File: config.mk
export PLATFORM = sky130hd
export DESIGN_NAME = fir_run_sequencer
export DESIGN_NICKNAME = d
export VERILOG_FILES = /design/src/rtl/fir_run_sequencer.sv
export SDC_FILE = /design/constraint.sdc
export NUM_CORES = 1
export LEC_CHECK = 0
export ABC_AREA = 0
export BUFFER_PORTS_ARGS = -buffer_cell sky130_fd_sc_hd__buf_4
export CAP_MARGIN = 20
export CORE_MARGIN = 3
export CORE_UTILIZATION = 50
export CTS_BUF_LIST = sky130_fd_sc_hd__clkbuf_8 sky130_fd_sc_hd__clkbuf_16
export DETAILED_ROUTE_END_ITERATION = 8
export PLACE_DENSITY = 0.9
export SYNTH_ARGS = -nofsm -noshare
export SYNTH_HDL_FRONTEND = slang
export SYNTH_SLANG_ARGS = --single-unit
File: constraint.sdc
create_clock -name clk -period 2.25 [get_ports clk]
set_input_delay 0.3375 -clock clk [delete_from_list [all_inputs] [get_ports clk]]
set_output_delay 0.3375 -clock clk [all_outputs]
set_load 0.1 [all_outputs]
File: src/rtl/fir_run_sequencer.sv
// Run sequencer for the FIR datapath: loads a coefficient set, then walks one
// sample at a time through feed, compute, wait and result hand-off.
module fir_run_sequencer #(
   parameter int unsigned DATA_WIDTH = 32,
   parameter int unsigned MAX_TAPS   = 32,
   parameter int unsigned TAP_W      = 6,
   parameter int unsigned TIMEOUT    = 64
) (
   input  logic                  clk,
   input  logic                  rstn,
   input  logic                  cfg_clear,
   input  logic                  cfg_load_start,
   input  logic [TAP_W-1:0]      cfg_tap_count,
   input  logic                  cfg_enable,
   input  logic                  coeff_wr_valid,
   input  logic [DATA_WIDTH-1:0] coeff_wr_data,
   input  logic                  s_sample_valid,
   output logic                  s_sample_ready,
   input  logic [DATA_WIDTH-1:0] s_sample_data,
   output logic                  m_result_valid,
   input  logic                  m_result_ready,
   output logic [DATA_WIDTH-1:0] m_result_data,
   output logic [TAP_W-1:0]      dp_tap_count,
   output logic                  dp_coeff_valid,
   output logic [DATA_WIDTH-1:0] dp_coeff_data,
   output logic                  dp_in_valid,
   output logic [DATA_WIDTH-1:0] dp_in_data,
   output logic                  dp_compute,
   input  logic                  dp_out_valid,
   input  logic [DATA_WIDTH-1:0] dp_out_data,
   input  logic                  dp_error,
   output logic                  busy,
   output logic                  coeff_loaded,
   output logic [1:0]            err_code,
   output logic [2:0]            state_o,
   output logic [31:0]           sample_count
);

   localparam int unsigned TO_W = $clog2(TIMEOUT + 1);
   localparam logic [TAP_W-1:0] MAX_TAPS_W = TAP_W'(MAX_TAPS);
   localparam logic [TO_W-1:0]  TO_LAST    = TO_W'(TIMEOUT - 1);

   localparam logic [1:0] ERR_NONE    = 2'd0;
   localparam logic [1:0] ERR_TAPS    = 2'd1;
   localparam logic [1:0] ERR_DP      = 2'd2;
   localparam logic [1:0] ERR_TIMEOUT = 2'd3;

   typedef enum logic [2:0] {
      ST_IDLE    = 3'd0,
      ST_LOAD    = 3'd1,
      ST_READY   = 3'd2,
      ST_FEED    = 3'd3,
      ST_COMPUTE = 3'd4,
      ST_WAIT    = 3'd5,
      ST_OUT     = 3'd6,
      ST_ERROR   = 3'd7
   } state_t;

   state_t                state, state_n;
   logic [TAP_W-1:0]      coeff_cnt, coeff_cnt_n;
   logic [TO_W-1:0]       to_cnt, to_cnt_n;
   logic [TAP_W-1:0]      tap_n;
   logic                  coeff_valid_n;
   logic [DATA_WIDTH-1:0] coeff_data_n;
   logic [DATA_WIDTH-1:0] in_data_n;
   logic [DATA_WIDTH-1:0] result_data_n;
   logic                  loaded_n;
   logic [1:0]            err_n;
   logic [31:0]           count_n;
   logic                  dp_err_live;
   logic                  load_live;
   logic                  taps_bad;
   logic [TAP_W-1:0]      coeff_cnt_inc;

   assign s_sample_ready = (state == ST_READY) & cfg_enable & ~cfg_load_start & ~cfg_clear;
   assign state_o        = state;

   assign dp_err_live   = dp_error & ((state == ST_FEED) | (state == ST_COMPUTE) |
                                      (state == ST_WAIT) | (state == ST_OUT));
   assign load_live     = cfg_load_start & ((state == ST_IDLE) | (state == ST_READY) |
                                            (state == ST_ERROR));
   assign taps_bad      = (cfg_tap_count == '0) | (cfg_tap_count > MAX_TAPS_W);
   assign coeff_cnt_inc = coeff_cnt + TAP_W'(1);

   // Next-state and next register values; priority clear > dp_error > load > flow
   always_comb begin
      state_n       = state;
      coeff_cnt_n   = coeff_cnt;
      to_cnt_n      = to_cnt;
      tap_n         = dp_tap_count;
      coeff_valid_n = 1'b0;
      coeff_data_n  = dp_coeff_data;
      in_data_n     = dp_in_data;
      result_data_n = m_result_data;
      loaded_n      = coeff_loaded;
      err_n         = err_code;
      count_n       = sample_count;

      if (cfg_clear) begin
         state_n     = ST_IDLE;
         loaded_n    = 1'b0;
         err_n       = ERR_NONE;
         count_n     = '0;
         coeff_cnt_n = '0;
      end else if (dp_err_live) begin
         state_n  = ST_ERROR;
         err_n    = ERR_DP;
         loaded_n = 1'b0;
      end else if (load_live) begin
         loaded_n = 1'b0;
         if (taps_bad) begin
            state_n = ST_ERROR;
            err_n   = ERR_TAPS;
         end else begin
            state_n     = ST_LOAD;
            tap_n       = cfg_tap_count;
            coeff_cnt_n = '0;
            err_n       = ERR_NONE;
         end
      end else begin
         case (state)
            ST_LOAD: begin
               if (coeff_wr_valid) begin
                  coeff_valid_n = 1'b1;
                  coeff_data_n  = coeff_wr_data;
                  coeff_cnt_n   = coeff_cnt_inc;
                  if (coeff_cnt_inc == dp_tap_count) begin
                     state_n  = ST_READY;
                     loaded_n = 1'b1;
                  end
               end
            end
            ST_READY: begin
               if (s_sample_ready && s_sample_valid) begin
                  in_data_n = s_sample_data;
                  state_n   = ST_FEED;
               end
            end
            ST_FEED: state_n = ST_COMPUTE;
            ST_COMPUTE: begin
               to_cnt_n = '0;
               state_n  = ST_WAIT;
            end
            ST_WAIT: begin
               if (dp_out_valid) begin
                  result_data_n = dp_out_data;
                  state_n       = ST_OUT;
               end else if (to_cnt == TO_LAST) begin
                  state_n  = ST_ERROR;
                  err_n    = ERR_TIMEOUT;
                  loaded_n = 1'b0;
               end else begin
                  to_cnt_n = to_cnt + TO_W'(1);
               end
            end
            ST_OUT: begin
               if (m_result_ready) begin
                  count_n = sample_count + 32'd1;
                  state_n = ST_READY;
               end
            end
            default: ;
         endcase
      end
   end

   // State and registered outputs; strobes follow the state being entered
   always_ff @(posedge clk or negedge rstn) begin
      if (!rstn) begin
         state          <= ST_IDLE;
         coeff_cnt      <= '0;
         to_cnt         <= '0;
         dp_tap_count   <= '0;
         dp_coeff_valid <= 1'b0;
         dp_coeff_data  <= '0;
         dp_in_valid    <= 1'b0;
         dp_in_data     <= '0;
         dp_compute     <= 1'b0;
         m_result_valid <= 1'b0;
         m_result_data  <= '0;
         busy           <= 1'b0;
         coeff_loaded   <= 1'b0;
         err_code       <= ERR_NONE;
         sample_count   <= '0;
      end else begin
         state          <= state_n;
         coeff_cnt      <= coeff_cnt_n;
         to_cnt         <= to_cnt_n;
         dp_tap_count   <= tap_n;
         dp_coeff_valid <= coeff_valid_n;
         dp_coeff_data  <= coeff_data_n;
         dp_in_valid    <= (state_n == ST_FEED);
         dp_in_data     <= in_data_n;
         dp_compute     <= (state_n == ST_COMPUTE);
         m_result_valid <= (state_n == ST_OUT);
         m_result_data  <= result_data_n;
         busy           <= (state_n != ST_IDLE) & (state_n != ST_READY) & (state_n != ST_ERROR);
         coeff_loaded   <= loaded_n;
         err_code       <= err_n;
         sample_count   <= count_n;
      end
   end

endmodule

* After elaboration in Yosys (flattened, before gate mapping)
Cells that the tools add are included.
** Operators by class
- Reductions and logical operators :: 21
- Order comparisons :: 1
- Bitwise operators :: 18
- Multiply operators :: 0
- Div/mod/pow operators :: 0
- Equality and inequality tests :: 24
- $add $sub $neg :: 3
- Mux-type cells :: 45
- Shift-type cells :: 0
** Operator list (count)
- $mux W32 :: 5
- $mux W6 :: 6
- $add A32 B1 Y32 const B :: 1
- $mux W3 :: 10
- $reduce_and A5 Y1 :: 4
- $eq A3 B3 Y1 const B :: 6
- $pmux W3 S6 :: 1
- $ne A5 B5 Y1 const B :: 3
- $mux W7 :: 2
- $pmux W7 S2 :: 1
- $mux W1 :: 13
- $mux W2 :: 6
- $reduce_and A4 Y1 :: 3
- $eq A3 B2 Y1 const B :: 3
- $reduce_bool A3 Y1 :: 3
- $ne A2 B2 Y1 const B :: 4
- $reduce_bool A4 Y1 :: 2
- $add A7 B1 Y7 const B :: 1
- $and A1 B1 Y1 :: 7
- $eq A7 B6 Y1 const B :: 1
- $add A6 B1 Y6 const B :: 1
- $eq A6 B6 Y1 :: 1
- $gt A6 B6 Y1 const B :: 1
- $logic_not A6 Y1 :: 1
- other kinds (14) :: 26
** Word-level totals
- Memories :: 0
- Register bits :: 158
- Memory bits (writable) :: 0
- Bits in latches :: 0
- Bits of input ports :: 112
- Logic and storage cells :: 127
- Bits in read-only memories :: 0

* Longest topological paths before layout
- Depth in word-level cells :: 13
- Gate-level depth with buffers :: 8
- Gate-level depth less buffers :: 7

* Worst setup path before layout
Ideal clock, no wire load.
- Kind :: flip-flop to flip-flop
- From :: register state[0] (netlist: state_o[0])
- To :: register m_result_data[0]
- Data required time :: 2.125 ns
- Period minus slack after synthesis :: 2.728 ns
- Stages on the path, launching flop included :: 7
- Data arrival time :: 2.602 ns
- Buffers on the path :: 2
- Setup time :: 0.125 ns
- Path slack :: -0.478 ns
- Path through :: dfrtp_1 > buf_2 > a21oi_1 > or4_4 > nor3_4 > buf_6 > mux2_2
** On the way
- Word-level cells in the longest chain between the ends :: 7
- Elaborated cells on any way between the ends :: 17
** RTL lines
- start: declaration :: RTL line 59 : state_t state, state_n;
- start signal: assignment :: RTL line 186 : state <= state_n;
- $eq A3 B2 Y1 / $eq A3 B3 Y1 (equally long branches) :: RTL line 78 : assign dp_err_live = dp_error & ((state == ST_FEED) | (state == ST_COMPUTE) |
- $or A1 B1 Y1 (2 in a row) :: RTL line 78
- $or A1 B1 Y1 :: RTL line 79 : (state == ST_WAIT) | (state == ST_OUT));
- $and A1 B1 Y1 :: RTL line 78
- $not A1 Y1 (no line)
- $reduce_and A5 Y1 (no line) *
- end signal: assignment :: RTL line 196 : m_result_data <= result_data_n;
- end: declaration :: RTL line 22 : output logic [DATA_WIDTH-1:0] m_result_data,
Mark *: on every way between the ends. The rest lies on a longest branch, timed or not.
A chain may end at the register's enable or synchronous reset.

* Worst setup path after layout
- From :: register state[2] (netlist: state_o[2])
- To :: register m_result_data[30]
The elaborated chain is that of the path after synthesis.

==> impl_results.html <==
<table>
<tr><th>Metric</th><th>Value</th></tr>
<tr><th colspan="2">Routing</th></tr>
<tr><td>Post-detailed-route count of antenna-violating nets</td><td>0</td></tr>
<tr><td>First-pass detailed-route iteration total</td><td>5</td></tr>
<tr><td>Wirelength per Cell</td><td>16.02 um</td></tr>
<tr><td>DRT Wirelength</td><td>18.60 mm</td></tr>
<tr><td>Drt drc</td><td>0</td></tr>
<tr><td>Vias per cell</td><td>5.170</td></tr>
<tr><td>Detailed router's first-iteration violation count</td><td>348</td></tr>
<tr><td>Via count</td><td>6,002</td></tr>
<tr><th colspan="2">Worst setup path</th></tr>
<tr><td>Data required time of the critical path</td><td>2.54 ns</td></tr>
<tr><td>Delay of the slowest cell on the worst path</td><td>0.55 ns</td></tr>
<tr><td>Instance count on the critical path</td><td>7</td></tr>
<tr><td>Cell family with the largest share of critical-path delay</td><td>simple AND/OR/NAND/NOR gates</td></tr>
<tr><td>Worst endpoint data arrival time</td><td>2.50 ns</td></tr>
<tr><td>Critical path buffer and inverter count</td><td>2</td></tr>
<tr><td>Critical Path, Cell by Cell</td><td>nand2b_4, a21oi_1, or4_4, nor3_4, buf_12, clkbuf_16, mux2_2</td></tr>
<tr><td>Crit path max fanout</td><td>16</td></tr>
<tr><td>Type of the worst setup path</td><td>reg2reg</td></tr>
<tr><td>Endpoint type of the worst setup path</td><td>register</td></tr>
<tr><td>Startpoint kind of the worst setup timing path</td><td>register</td></tr>
<tr><td>Crit path max-delay cell type</td><td>or4_4</td></tr>
<tr><td>Number of cells on the worst reg-to-reg path</td><td>7</td></tr>
<tr><th colspan="2">Power</th></tr>
<tr><td>Worst IR drop on VDD</td><td>0.001407 V</td></tr>
<tr><td>Static Leakage</td><td>5.116 nW</td></tr>
<tr><td>Power per standard cell area</td><td>1415 nW/um^2</td></tr>
<tr><td>Total Power</td><td>14.09 mW</td></tr>
<tr><th colspan="2">Synth</th></tr>
<tr><td>Post-synth top flop</td><td>dfrtp_1</td></tr>
<tr><td>Netlist Area Pre-Place</td><td>6954 um^2</td></tr>
<tr><td>Share of synthesized cell area in and, or, nand and nor gates</td><td>21.59%</td></tr>
<tr><td>Synthesized area per cell</td><td>9.977 um^2</td></tr>
<tr><td>Largest family of logic cells by synthesized area</td><td>simple AND/OR/NAND/NOR gates</td></tr>
<tr><td>Share of synthesized area occupied by flip-flops and latches</td><td>56.85%</td></tr>
<tr><td>Post-synthesis compound-gate area fraction</td><td>6.297%</td></tr>
<tr><td>Xor-xnor portion of the synthesized cell area</td><td>5.164%</td></tr>
<tr><td>Count of cell types in the netlist</td><td>58</td></tr>
<tr><td>Count of synthesis-stage warnings from yosys</td><td>0</td></tr>
<tr><td>Async set-or-reset flop fraction in the synthesized netlist</td><td>100.0%</td></tr>
<tr><td>Adder-cell share of the synthesized area</td><td>0.5398%</td></tr>
<tr><td>Register bit total from synthesis</td><td>158</td></tr>
<tr><td>Synthesized instance count</td><td>697</td></tr>
<tr><td>Fraction of synthesized area in multiplexers</td><td>6.747%</td></tr>
<tr><td>Synthesized net count</td><td>812</td></tr>
<tr><td>Post-synth EDFFs</td><td>0</td></tr>
<tr><th colspan="2">CTS</th></tr>
<tr><td>Clock Tree Buf Depth</td><td>2</td></tr>
<tr><td>Clock-pin slew on the worst setup and hold paths</td><td>0.07 ns</td></tr>
<tr><td>Clock tree from TritonCTS</td><td>built</td></tr>
<tr><td>Number of H-tree levels</td><td>4</td></tr>
<tr><td>Clock latency on the worst-skew pair</td><td>0.41 ns</td></tr>
<tr><td>Number of sinks on the clock net</td><td>158</td></tr>
<tr><td>Inserted Clock Buffers</td><td>17</td></tr>
<tr><td>Clock root buffer</td><td>clkbuf_16</td></tr>
<tr><th colspan="2">STA</th></tr>
<tr><td>Worst max-slew margin expressed relative to the limit</td><td>67.33%</td></tr>
<tr><td>Number of endpoints failing setup at the final stage</td><td>0</td></tr>
<tr><td>Final Hold Vio Count</td><td>0</td></tr>
<tr><td>PnR worst setup slack</td><td>0.04668 ns</td></tr>
<tr><td>Final min period</td><td>2.203 ns</td></tr>
<tr><td>Unrepaired setup endpoints after global routing</td><td>true</td></tr>
<tr><td>Highest clock frequency the design can meet</td><td>0.4539 GHz</td></tr>
<tr><td>Transition time at the pin with the least slew margin</td><td>0.4886 ns</td></tr>
<tr><td>Fin Setup TNS</td><td>0 ns</td></tr>
<tr><td>Period Utilization, post-route</td><td>97.93%</td></tr>
<tr><td>Clock Skews</td><td>0.01065 ns</td></tr>
<tr><td>Number of pins exceeding their max-slew limit in the final report</td><td>0</td></tr>
<tr><th colspan="2">Min path</th></tr>
<tr><td>Min-Delay Path Depth</td><td>3</td></tr>
<tr><td>Class of the worst hold path</td><td>in2reg</td></tr>
<tr><th colspan="2">Floorplanning</th></tr>
<tr><td>Core outline area</td><td>13,400 um^2</td></tr>
<tr><td>Ports</td><td>258</td></tr>
<tr><td>Die Y</td><td>123.9 um</td></tr>
<tr><td>Cell row count</td><td>42</td></tr>
<tr><td>Starting density of the core</td><td>51.90%</td></tr>
<tr><td>Die ar.</td><td>15,360 um^2</td></tr>
<tr><td>Die X</td><td>123.9 um</td></tr>
<tr><th colspan="2">Final layout</th></tr>
<tr><td>Area growth, synth to finish</td><td>43.20%</td></tr>
<tr><td>Core Util, Final</td><td>74.31%</td></tr>
<tr><td>Commonest cells after routing, fill and taps aside</td><td>buf_4, nand2_1, dfrtp_1</td></tr>
<tr><td>Number of nets in the final layout</td><td>1,088</td></tr>
<tr><td>Share of cells above drive strength 1</td><td>39.59%</td></tr>
<tr><td>Most common cell after layout, fill and taps aside</td><td>buf_4</td></tr>
<tr><td>Antenna diode count</td><td>0</td></tr>
<tr><th colspan="2">Global route</th></tr>
<tr><td>Pin count of the biggest net entering global routing</td><td>50</td></tr>
<tr><td>Total congestion overflow</td><td>0</td></tr>
<tr><td>Initial antenna violation count</td><td>0</td></tr>
<tr><td>Vias in the first global route</td><td>5,725</td></tr>
<tr><td>Wire length of the first global-routing pass</td><td>28.39 mm</td></tr>
<tr><td>Aggregate global-route resource usage</td><td>23.62%</td></tr>
<tr><th colspan="2">Placed design</th></tr>
<tr><td>Worst slack after detailed placement</td><td>-0.03432 ns</td></tr>
<tr><td>Last weighted congestion value of the routability-driven placer</td><td>0.9266</td></tr>
<tr><td>Half-perimeter wire length of the detailed placement result</td><td>13.27 mm</td></tr>
<tr><td>Port Buf Inserts</td><td>257</td></tr>
<tr><th colspan="2">Outcome</th></tr>
<tr><td>Result of the run</td><td>complete, no violations</td></tr>
<tr><th colspan="2">Job</th></tr>
<tr><td>Number of maximum-capacitance violations</td><td>0</td></tr>
</table>
report_power, final:
| part | switching, mW | internal, mW | total, mW | leakage, nW |
|---|---|---|---|---|
| combinational | 5.86 | 1.46 | 7.32 | 2.75 |
| clock | 1.09 | 1.75 | 2.84 | 0.289 |
| sequential | 0.419 | 3.51 | 3.93 | 2.08 |
sequential cells by signal, indices dropped and copies added (netlist names):
signal,flops
sample_count,32
dp_coeff_valid,1
state_o,3
dp_in_valid,1
busy,1
dp_coeff_data,32
coeff_loaded,1
err_code,2
dp_tap_count,6
m_result_data,32
to_cnt,7
m_result_valid,1
dp_in_data,32
dp_compute,1
coeff_cnt,6
per-layer routing:
layer	wire length, um	up-vias	GRT usage, %
met1	7236	2867	29.18
met5	0	-	0
met4	478	0	8.077
li1	-	2881	-
met2	9600	219	40.52
met3	1279	35	5.949
logic make-up (layout without fill, tap and decap cells):
kind of cell,count (synthesis),in the layout
xor gates and xnor gates,41,41
DFF,158,158
buffers and inverters,44,332
and+or+nand+nor,346,346
muxes,42,42
adders and majority gates,3,3
AOI/OAI and AO/OA,63,63
metrics by stage:
stage | area (um^2) | hold WS, ns | std cells
floorplan | 6990 | 0.04191 | 697
detailed placement | 9233 | 0.2925 | 1125
finish | 9958 | 0.1130 | 1161
global placement | 9233 | 0.2937 | 1125
CTS | 9842 | 0.09823 | 1157
global route | 9958 | 0.09076 | 1161
repair_timing:
item	in CTS	in global routing
setup buffers	0	2
endpoints found under the setup margin	1	36
hold buffers	1	0
endpoints found under the hold margin	42	0
gates cloned	0	2
resized for setup	2	7
pin swaps	0	0
synthesized netlist by cell type, drive strengths merged (2+ instances only):
cell type  instances  share of area, %
a211o              2              0.27
a21oi             14               1.0
a22o               2              0.25
a31oi              7              0.63
and3               7              0.63
and4               2              0.25
buf               12               1.1
clkbuf            17              0.92
clkinv             2              0.11
dfrtp            158                57
ha                 3              0.54
inv               13              0.70
mux2              39               6.3
mux2i              3              0.43
nand2            223                12
nand2b             3              0.27
nand3             15               1.1
nand4              8              0.72
nor2              44               2.4
nor3              23               1.8
nor3b              2              0.29
nor4               5              0.54
o2111ai            2              0.34
o211ai             5              0.61
o21ai             18               1.3
o31ai              3              0.52
or3                7              0.63
or4                2              0.27
xnor2             26               3.3
xor2              15               1.9
worst paths after layout:
path                              startpoint                end  slack, ns
setup / recovery                  state_o[2]  m_result_data[30]       0.05
setup reg to reg                  state_o[2]  m_result_data[30]       0.05
min in group asynchronous               rstn      dp_in_data[9]       0.43
hold reg to reg            dp_coeff_data[24]  dp_coeff_data[24]       0.47
max in group asynchronous               rstn  m_result_data[29]       1.14
hold / removal             s_sample_data[15]     dp_in_data[15]       0.11
tightest hold or removal path, cell delays in order:
cell and delay [ns]:
buf_4 0.08, nand2_1 0.04, nand2_1 0.04
final cells by class:
class | count | area (um^2)
tap | 176 | 220.2
clock buffer | 18 | 439.2
fill | 943 | 3442
sequential | 158 | 3986
inverter | 15 | 56.30
clock inverter | 13 | 150.1
multi-input combinational | 495 | 2848
timing repair buffer | 286 | 2258
Note: power is estimated with default switching activity, not from simulation.
